### src/rtl/data_cache_fill_unit.sv
// ============================================================================
// Module      : data_cache_fill_unit
// Description : Refills one data-cache line from a valid/ready memory stream,
//               one bank write per accepted beat, forwarding the critical word.
//               Define FILL_CRITICAL_WORD_FIRST_EN to start the fill at the
//               missed bank instead of bank 0.
// Revision    : 1.0 - initial release
// ============================================================================
`default_nettype none

package data_memory_pkg;
    parameter int CACHE_CHIP = 4;
    parameter int CHIP_ADDR  = 2;
    parameter int PORT_WIDTH = 32;
    typedef logic [7:0]            data_cache_address_t;
    typedef logic [PORT_WIDTH/8-1:0] data_cache_byte_write_t;
endpackage

module data_cache_fill_unit
    import data_memory_pkg::*;
(
    input  logic                   clk_i,
    input  logic                   rst_n_i,
    input  logic                   fill_request_i,
    input  data_cache_address_t    fill_address_i,
    input  logic [CHIP_ADDR-1:0]   fill_bank_i,
    output logic                   fill_busy_o,
    output logic                   fill_done_o,
    input  logic [PORT_WIDTH-1:0]  mem_data_i,
    input  logic                   mem_valid_i,
    output logic                   mem_ready_o,
    output logic                   cache_write_o,
    output data_cache_address_t    cache_address_o,
    output logic [CHIP_ADDR-1:0]   cache_bank_select_o,
    output data_cache_byte_write_t cache_byte_write_o,
    output logic [PORT_WIDTH-1:0]  cache_data_o,
    output logic                   critical_word_valid_o,
    output logic [PORT_WIDTH-1:0]  critical_word_o
);

    typedef enum logic [1:0] {
        ST_IDLE = 2'd0,
        ST_FILL = 2'd1,
        ST_DONE = 2'd2
    } fill_state_t;

    localparam logic [CHIP_ADDR-1:0] c_last_bank = CHIP_ADDR'(CACHE_CHIP - 1);

    fill_state_t            r_state;
    data_cache_address_t    r_address;
    logic [CHIP_ADDR-1:0]   r_crit_bank;
    logic [CHIP_ADDR-1:0]   r_bank;
    logic [CHIP_ADDR-1:0]   r_count;
    logic [CHIP_ADDR-1:0]   w_next_bank;
    logic [CHIP_ADDR-1:0]   w_start_bank;

    assign w_next_bank = (r_bank == c_last_bank) ? '0 : r_bank + 1'b1;

`ifdef FILL_CRITICAL_WORD_FIRST_EN
    assign w_start_bank = fill_bank_i;
`else
    assign w_start_bank = '0;
`endif

    always_ff @(posedge clk_i or negedge rst_n_i) begin
        if (!rst_n_i) begin
            r_state               <= ST_IDLE;
            r_address             <= '0;
            r_crit_bank           <= '0;
            r_bank                <= '0;
            r_count               <= '0;
            fill_busy_o           <= 1'b0;
            fill_done_o           <= 1'b0;
            mem_ready_o           <= 1'b0;
            cache_write_o         <= 1'b0;
            cache_address_o       <= '0;
            cache_bank_select_o   <= '0;
            cache_byte_write_o    <= '1;
            cache_data_o          <= '0;
            critical_word_valid_o <= 1'b0;
            critical_word_o       <= '0;
        end else begin
            // Pulses default low; write-side data registers hold their last value.
            cache_write_o         <= 1'b0;
            fill_done_o           <= 1'b0;
            critical_word_valid_o <= 1'b0;
            cache_byte_write_o    <= '1;
            case (r_state)
                ST_IDLE: begin
                    if (fill_request_i) begin
                        r_state     <= ST_FILL;
                        r_address   <= fill_address_i;
                        r_crit_bank <= fill_bank_i;
                        r_bank      <= w_start_bank;
                        r_count     <= '0;
                        fill_busy_o <= 1'b1;
                        mem_ready_o <= 1'b1;
                    end
                end
                ST_FILL: begin
                    if (mem_valid_i) begin
                        cache_write_o       <= 1'b1;
                        cache_data_o        <= mem_data_i;
                        cache_address_o     <= r_address;
                        cache_bank_select_o <= r_bank;
                        if (r_bank == r_crit_bank) begin
                            critical_word_valid_o <= 1'b1;
                            critical_word_o       <= mem_data_i;
                        end
                        r_bank  <= w_next_bank;
                        r_count <= r_count + 1'b1;
                        if (r_count == c_last_bank) begin
                            r_state     <= ST_DONE;
                            mem_ready_o <= 1'b0;
                            fill_done_o <= 1'b1;
                        end
                    end
                end
                ST_DONE: begin
                    r_state     <= ST_IDLE;
                    fill_busy_o <= 1'b0;
                end
                default: begin
                    r_state     <= ST_IDLE;
                    fill_busy_o <= 1'b0;
                    mem_ready_o <= 1'b0;
                end
            endcase
        end
    end

endmodule

`default_nettype wire

### config.mk
export PLATFORM = sky130hd
export DESIGN_NAME = data_cache_fill_unit
export DESIGN_NICKNAME = d
export VERILOG_FILES = /design/src/rtl/data_cache_fill_unit.sv
export SDC_FILE = /design/constraint.sdc
export NUM_CORES = 1
export LEC_CHECK = 0
export CORE_ASPECT_RATIO = 1.25
export CORE_MARGIN = 1.5
export CORE_UTILIZATION = 40
export DETAILED_ROUTE_END_ITERATION = 10
export MAX_ROUTING_LAYER = met4
export PLACE_DENSITY = 0.75
export SYNTH_ARGS = -nofsm -noshare
export SYNTH_HDL_FRONTEND = slang
export SYNTH_SLANG_ARGS = --single-unit
### constraint.sdc
create_clock -name clk_i -period 1.94 [get_ports clk_i]
set_input_delay 0.194 -clock clk_i [delete_from_list [all_inputs] [get_ports clk_i]]
set_output_delay 0.194 -clock clk_i [all_outputs]
set_load 0.03 [all_outputs]
* Word level (Yosys, flattened, before mapping)
Cells that the tools add are included.
** Storage, ports and cells
- Flip-flop bits (word level) :: 95
- Input port bits :: 46
- Output and inout port bits :: 83
- Logic and storage cells :: 58
** Cells by class
- Add/subtract/negate cells :: 2
- Eq/ne operators :: 8
- Muxes and demuxes :: 23
- Bitwise logic cells :: 2
- Reduce and logical (&&, ||, !) cells :: 9
** Operator list (count)
- $mux 2 :: 7
- $pmux 2 s2 :: 3
- $mux 1 :: 11
- $reduce_and 3->1 :: 3
- $eq 2x2->1 const B :: 3
- $ne 2x2->1 const B :: 3
- $reduce_and 2->1 :: 3
- $add 2x1->2 const B :: 2
- $reduce_and 4->1 :: 1
- $pmux 1 s3 :: 1
- $eq 2x1->1 const B :: 1
- $eq 2x2->1 :: 1
- $logic_not 2->1 :: 1
- $not 1->1 :: 2
- $pmux 1 s2 :: 1
- $reduce_bool 2->1 :: 1

* Depth between registers and ports, before layout
- Depth in word-level cells :: 4
- Mapped depth :: 6
- Mapped depth without buffers :: 4

* Worst setup path before layout
OpenSTA, ideal clock, no wires.
- Path kind :: register to register
- From :: register r_state[1]
- To :: register critical_word_o[0]
- Library setup time :: 0.125 ns
- Arrival :: 1.542 ns
- Required time :: 1.815 ns
- Path slack :: 0.273 ns
- Cell stages (with the launch flop) :: 6
- Path buffers :: 2
- Period minus slack after synthesis :: 1.667 ns
- Cell sequence :: dfrtp_1 nand3b_1 buf_6 nor3_4 buf_6 mux2_4
** Between the ends
- Longest elaborated chain between the ends :: 2
** RTL lines
- start, declared :: line 49 : fill_state_t r_state;
- start signal, assigned :: line 67 : r_state <= ST_IDLE;
- start signal, assigned :: line 91 : r_state <= ST_FILL;
- start signal, assigned :: line 113 : r_state <= ST_DONE;
- $eq 2x1->1 :: line 88 : case (r_state)
- $reduce_and 3->1 (no source line)
- end signal, assigned :: line 108 : critical_word_o <= mem_data_i;
- end, declared :: line 38 : output logic [PORT_WIDTH-1:0] critical_word_o
Every way passes these cells.
A chain may end at the register's enable or synchronous reset.

* Worst setup path after layout
- From :: register r_state[1]
- To :: register critical_word_o[28]
Same word-level chain as after synthesis.

==> impl_results.md <==
* Status: complete, no violations
* Starting Density at 41.19%
* Std cell rows at 39
* PortBufs at 124
* Leakage Power at 2.396 nW
* Final Hold Fails at 0
* Post-Syn Area at 3759 µm²
* Filler Cells Inserted at just over 700
* Root Driver: clkbuf_16
* Area Overhead vs Synth at 47.10%
* Layout net count at 409
* Final ANT Viol Nets at 0
* R2R cell count at 4
* DIE AREA at roughly 10000 µm²
* Crit path max fanout at 33
* Core Box Area at 9125 µm²
* Most common cell after layout, fill and taps aside: clkdlybuf4s50_1
* Crit start category: register
* Initial drt markers at 43
* Reg clk slew, reported paths at around 0.06 ns
* Fmax at just under 600 MHz
* Post-synth top area cell: dfrtp_1
* WP data arrival at 1.94 ns
* Cells after Synth at between 200 and 250
* Worst-Skew Late Latency at between 0.3 and 0.4 ns
* Final period util at between 80% and 90%
* Avg Cell Area, Syn at 16.63 µm²
* Clock Sinks at 95
* CP Class: reg2reg
* Number of max-cap violations at 0
* TNS Setup at 0 ns
* RSZ-0062 raised after global routing: false
* Clock Skew at 0.003157 ns
* Die Wd at 89.70 µm
* Post-DP HPWL at 5.446 mm
* WP data required at 2.16 ns
* Post-route DRC at 0
* Largest net degree at the start of global routing at 38
* DR WL/cell at 15.65 µm
* Layout cells sized above 1 at 30.60%
* Storage cell area at ~2400 µm²
* Part of the Yosys area used for sequential elements at between 60% and 70%
* Setup Buffers After CTS at 0
* # IOs at 129
* Final Critical Period at 1.720 ns
* Worst R2R End: critical_word_o[28]
* TritonCTS clock tree: yes
* Multi-input logic area at 1275 µm²
* Initial antenna violation count at 0
* Max rail drop VDD at slightly below 1000 µV
* Synth cell types at 23
* RR Startpoint: r_state[1]
* Vias per cell at 4.701
* Type of the most critical hold path: in2async
* Synth warn at 0
* Top post-synthesis cells by area: dfrtp_1 (63%), mux2_2 (16%), mux2_4 (12%), buf_6 (1.2%), buf_4 (1.0%)
* H-tree depth at 3
* Total GRT Usage at approximately 17%
* R2r setup slk at 0.22 ns
* CTS max path bufs at 2
* Vias at 2299
* Chip height at approximately 110 µm
* CTS Buf Count at 9
* # setup viols final at 0
* Design Power at 10.97 mW
* Critical Path Sink Type: register
* Most frequent cells in the layout: clkdlybuf4s50_1 (123), dfrtp_1 (95), mux2_2 (55)
* Pins Over Slew Limit at 0
* Yosys top cell area share at 63.25%
* #FFs+latches synth at 95
* First-pass DRT Iterations at 4
* Routed WL at between 7 and 8 mm
* GRT overflow at 0
* PwrDens at 1984 nW/µm²
* Antenna Diode Count at 0
* Global-route wire length before repair at 12.73 mm
* GPL Wtd Cong at 0.7975
* Number of global-route vias before repair at 2420
-- critical path: stages (launching register included) --
cell and delay (ns):
dfrtp_1 0.45, nand3b_1 0.25, nor3_4 0.24, buf_12 0.27
mux2_2 0.37
-- metrics by stage --
| stage | util [%] | cells | instance area, µm² | hold WS, ns | worst slack, ns |
|---|---|---|---|---|---|
| floorplan | - | 229 | 3770 | -0.1016 | 0.2734 |
| global placement | 56.68 | 472 | 5172 | 0.1878 | 0.1014 |
| detailed placement | 56.68 | 472 | 5172 | 0.1926 | 0.08075 |
| CTS | 60.59 | 489 | 5529 | 0.3736 | 0.1905 |
| global route | 60.59 | 489 | 5529 | 0.4115 | 0.1242 |
| finish | 60.59 | 489 | 5529 | 0.3723 | 0.2203 |
-- synth_stat cells --
cell type	number
o21bai_1	1
mux2_4	29
mux2_2	55
nand2_1	2
a21o_1	1
a21oi_1	1
dfrtp_1	95
xor2_1	2
a22o_1	4
nor3b_1	1
nor3_4	1
nor2_1	3
nand3_1	2
buf_4	5
a22oi_1	1
nand3b_1	2
ha_1	2
buf_6	4
buf_2	5
conb_1	1
nor2b_1	2
inv_1	4
o21ai_0	3
-- logic make-up after synthesis --
logic type	synth area share, %
AO/OA/AOI/OAI	2.064
XOR/XNOR	0.4661
adder cells (fa/ha/maj)	0.6657
buffers and inverters	3.262
flip-flops	63.25
multiplexers	28.06
other	0.09977
AND/OR/NAND/NOR	2.131
-- flip-flops by register name (all words and copies together) (netlist names) --
name,count
cache_bank_select_o,2
cache_write_o,1
critical_word_o,32
fill_busy_o,1
cache_data_o,32
r_count,2
r_crit_bank,2
mem_ready_o,1
cache_address_o,8
critical_word_valid_o,1
fill_done_o,1
r_bank,2
r_state,2
r_address,8
-- layout make-up --
| cell class | count | area share, % |
|---|---|---|
| Timing Repair Buffer | 135 | 24.62 |
| Tap cell | 123 | 2.783 |
| Clock inverter | 5 | 1.878 |
| Multi-Input combinational cell | 116 | 23.06 |
| Clock buffer | 11 | 4.390 |
| Inverter | 4 | 0.2716 |
| Sequential cell | 95 | 43.00 |
-- routing by layer --
metal	track usage, %	part of all wire [%]
met1	20.40	42
met2	27.18	52
met3	3.484	5.1
met4	7.302	0.97
met5	-	0
-- power by group --
group | leakage (nW) | internal (mW) | switching [mW]
logic | 1.10 | 2.77 | 2.74
registers | 1.13 | 2.94 | 0.512
clock network | 0.170 | 1.30 | 0.714
total | 2.40 | 7.01 | 3.97
-- worst max-delay path by stage --
stage | start | end | slack, ns
after floorplan | r_state[1] | critical_word_o[0] | 0.27
after global placement | mem_valid_i | critical_word_o[28] | 0.10
after detailed placement | mem_valid_i | critical_word_o[31] | 0.08
after CTS | r_state[1] | critical_word_o[31] | 0.19
after global routing | r_state[1] | critical_word_o[31] | 0.12
final | r_state[1] | critical_word_o[28] | 0.22
-- repair_timing --
action	in CTS	in global routing
hold endpoints to repair	34	0
hold buffers	1	0
gates resized for setup	0	0
Power figures use the tool's default switching activity.
==> variant (same flow settings) <==
The 3 states of `fill_state_t` get a one-hot encoding in 3 bits.
--- a/src/rtl/data_cache_fill_unit.sv
+++ b/src/rtl/data_cache_fill_unit.sv
@@ -38,10 +38,10 @@
     output logic [PORT_WIDTH-1:0]  critical_word_o
 );
 
-    typedef enum logic [1:0] {
-        ST_IDLE = 2'd0,
-        ST_FILL = 2'd1,
-        ST_DONE = 2'd2
+    typedef enum logic [2:0] {
+        ST_IDLE = 3'b001,
+        ST_FILL = 3'b010,
+        ST_DONE = 3'b100
     } fill_state_t;
 
     localparam logic [CHIP_ADDR-1:0] c_last_bank = CHIP_ADDR'(CACHE_CHIP - 1);
Formal check against the unedited RTL: no difference found for any inputs over 4 cycles, from zero or initial values and one cycle with rst_n_i low; so few cycles prove little.
==> variant against the original RTL <==
Sequential share of layout area increased by 1.2 points. Cell count decreased by 0.41%. Power decreased by 8.7%. Synthesized cell count decreased by 0.44%. First-iteration DRC count increased by 28%. Die area decreased by 1.9%. Routed wire length decreased by 5.5%. Sequential cell count increased by 1. Design area decreased by 1.7%. Global-route usage decreased by 1.0 points. Synthesized area decreased by 1.9%. Largest power group unchanged. Setup slack improved by 0.050 ns.
==> variant: results (changes against the original RTL) <==
- Met3 Wirelength: 437 um (was 392 um)
- Post-route cell area: 5440 um2 (was 5530 um2)
- Non-clk invs: 0 (was 4)
- Syn_area_per_cell: 16.4 um2 (was 16.6 um2)
- Netlist cell types: 26 (was 23)
- Post-synthesis sequential area ratio: 0.652 (was 0.632)
- Crit path largest cell delay: 0.41 ns (was 0.45 ns)
- Met2 Track Usage GR: 0.257 (was 0.272)
- Worst EP arrival: 1.88 ns (was 1.94 ns)
- Met2 wire length: 3670 um (was 3980 um)
- Clock skew: 0.00608 ns (was 0.00316 ns)
- Layout buffering overhead excluding clock cells: 0.250 (was 0.246)
- Worst hold slack: 0.346 ns (was 0.372 ns)
- CP max FO: 16 (was 33)
- DP HPWL: 5190 um (was 5450 um)
- Post-route core utilization: 0.602 (was 0.606)
- FF/Latch Area: 2400 um2 (was 2380 um2)
- Multi-input logic cell count: 117 (was 116)
- Outcome: finished clean (unchanged)
- Leak: 2.31 nW (was 2.40 nW)
- Synth top cells by count: dfrtp_1 (95), mux2_2 (57), mux2_1 (29) (was dfrtp_1 (95), mux2_2 (55), mux2_4 (29))
- Final clock-cell share: 0.0587 (was 0.0627)
- R2r endpoint: critical_word_o[26] (was critical_word_o[28])
- Seq cells: 96 (was 95)
- Post-Route WL: 7230 um (was 7660 um)
- CLK BUF: 14 (was 11)
- Fraction of area in multi-input gates: 0.220 (was 0.231)
- Vias post-DR: 2,289 (was 2,299)
- Placed cell count: 470 (was 472)
- DRT iter0 DRCs: 55 (was 43)
- GRT Total Usage: 0.157 (was 0.168)
- Cell Area, Placed: 5110 um2 (was 5170 um2)
- Layout cells sized above 1: 0.239 (was 0.306)
- Final-layout fill cell count: 710 (was 712)
- R2r startpoint: r_state[0] (was r_state[1])
- Worst R2R Setup Slack: 0.27 ns (was 0.22 ns)
- Pin count of the biggest net entering global routing: 40 (was 38)
## variant: critical path: cells and delay by family (launching register included)
family	cells	cell delay, ns
buf+inv	1	0.17
flops	1	0.41
simple gates	2	0.62
mux	1	0.35
## variant: report_power, final
part | internal [mW] | switching (mW)
Clock | 1.14 | 0.683
Combinational | 2.26 | 2.45
Sequential | 2.97 | 0.525
Total | 6.36 | 3.66
## variant: how the worst max path moves through the flow
stage                               end  slack [ns]  cells past startpoint
finish              critical_word_o[26]        0.27                      4
CTS                 critical_word_o[26]        0.26                      4
floorplan            critical_word_o[0]        0.28                      6
global placement    critical_word_o[31]       -0.01                      5
detailed placement     cache_data_o[13]       -0.03                      4
global route        critical_word_o[26]        0.15                      4
## variant: cell families after synthesis
logic type	Yosys count	share of synthesized area
XOR/XNOR	2	0.00475
buffers and inverters	15	0.0302
AO/OA/AOI/OAI	10	0.0204
adder cells (fa/ha/maj)	2	0.00679
AND/OR/NAND/NOR	13	0.0221
other	1	0.00102
multiplexers	86	0.263
flip-flops	96	0.652
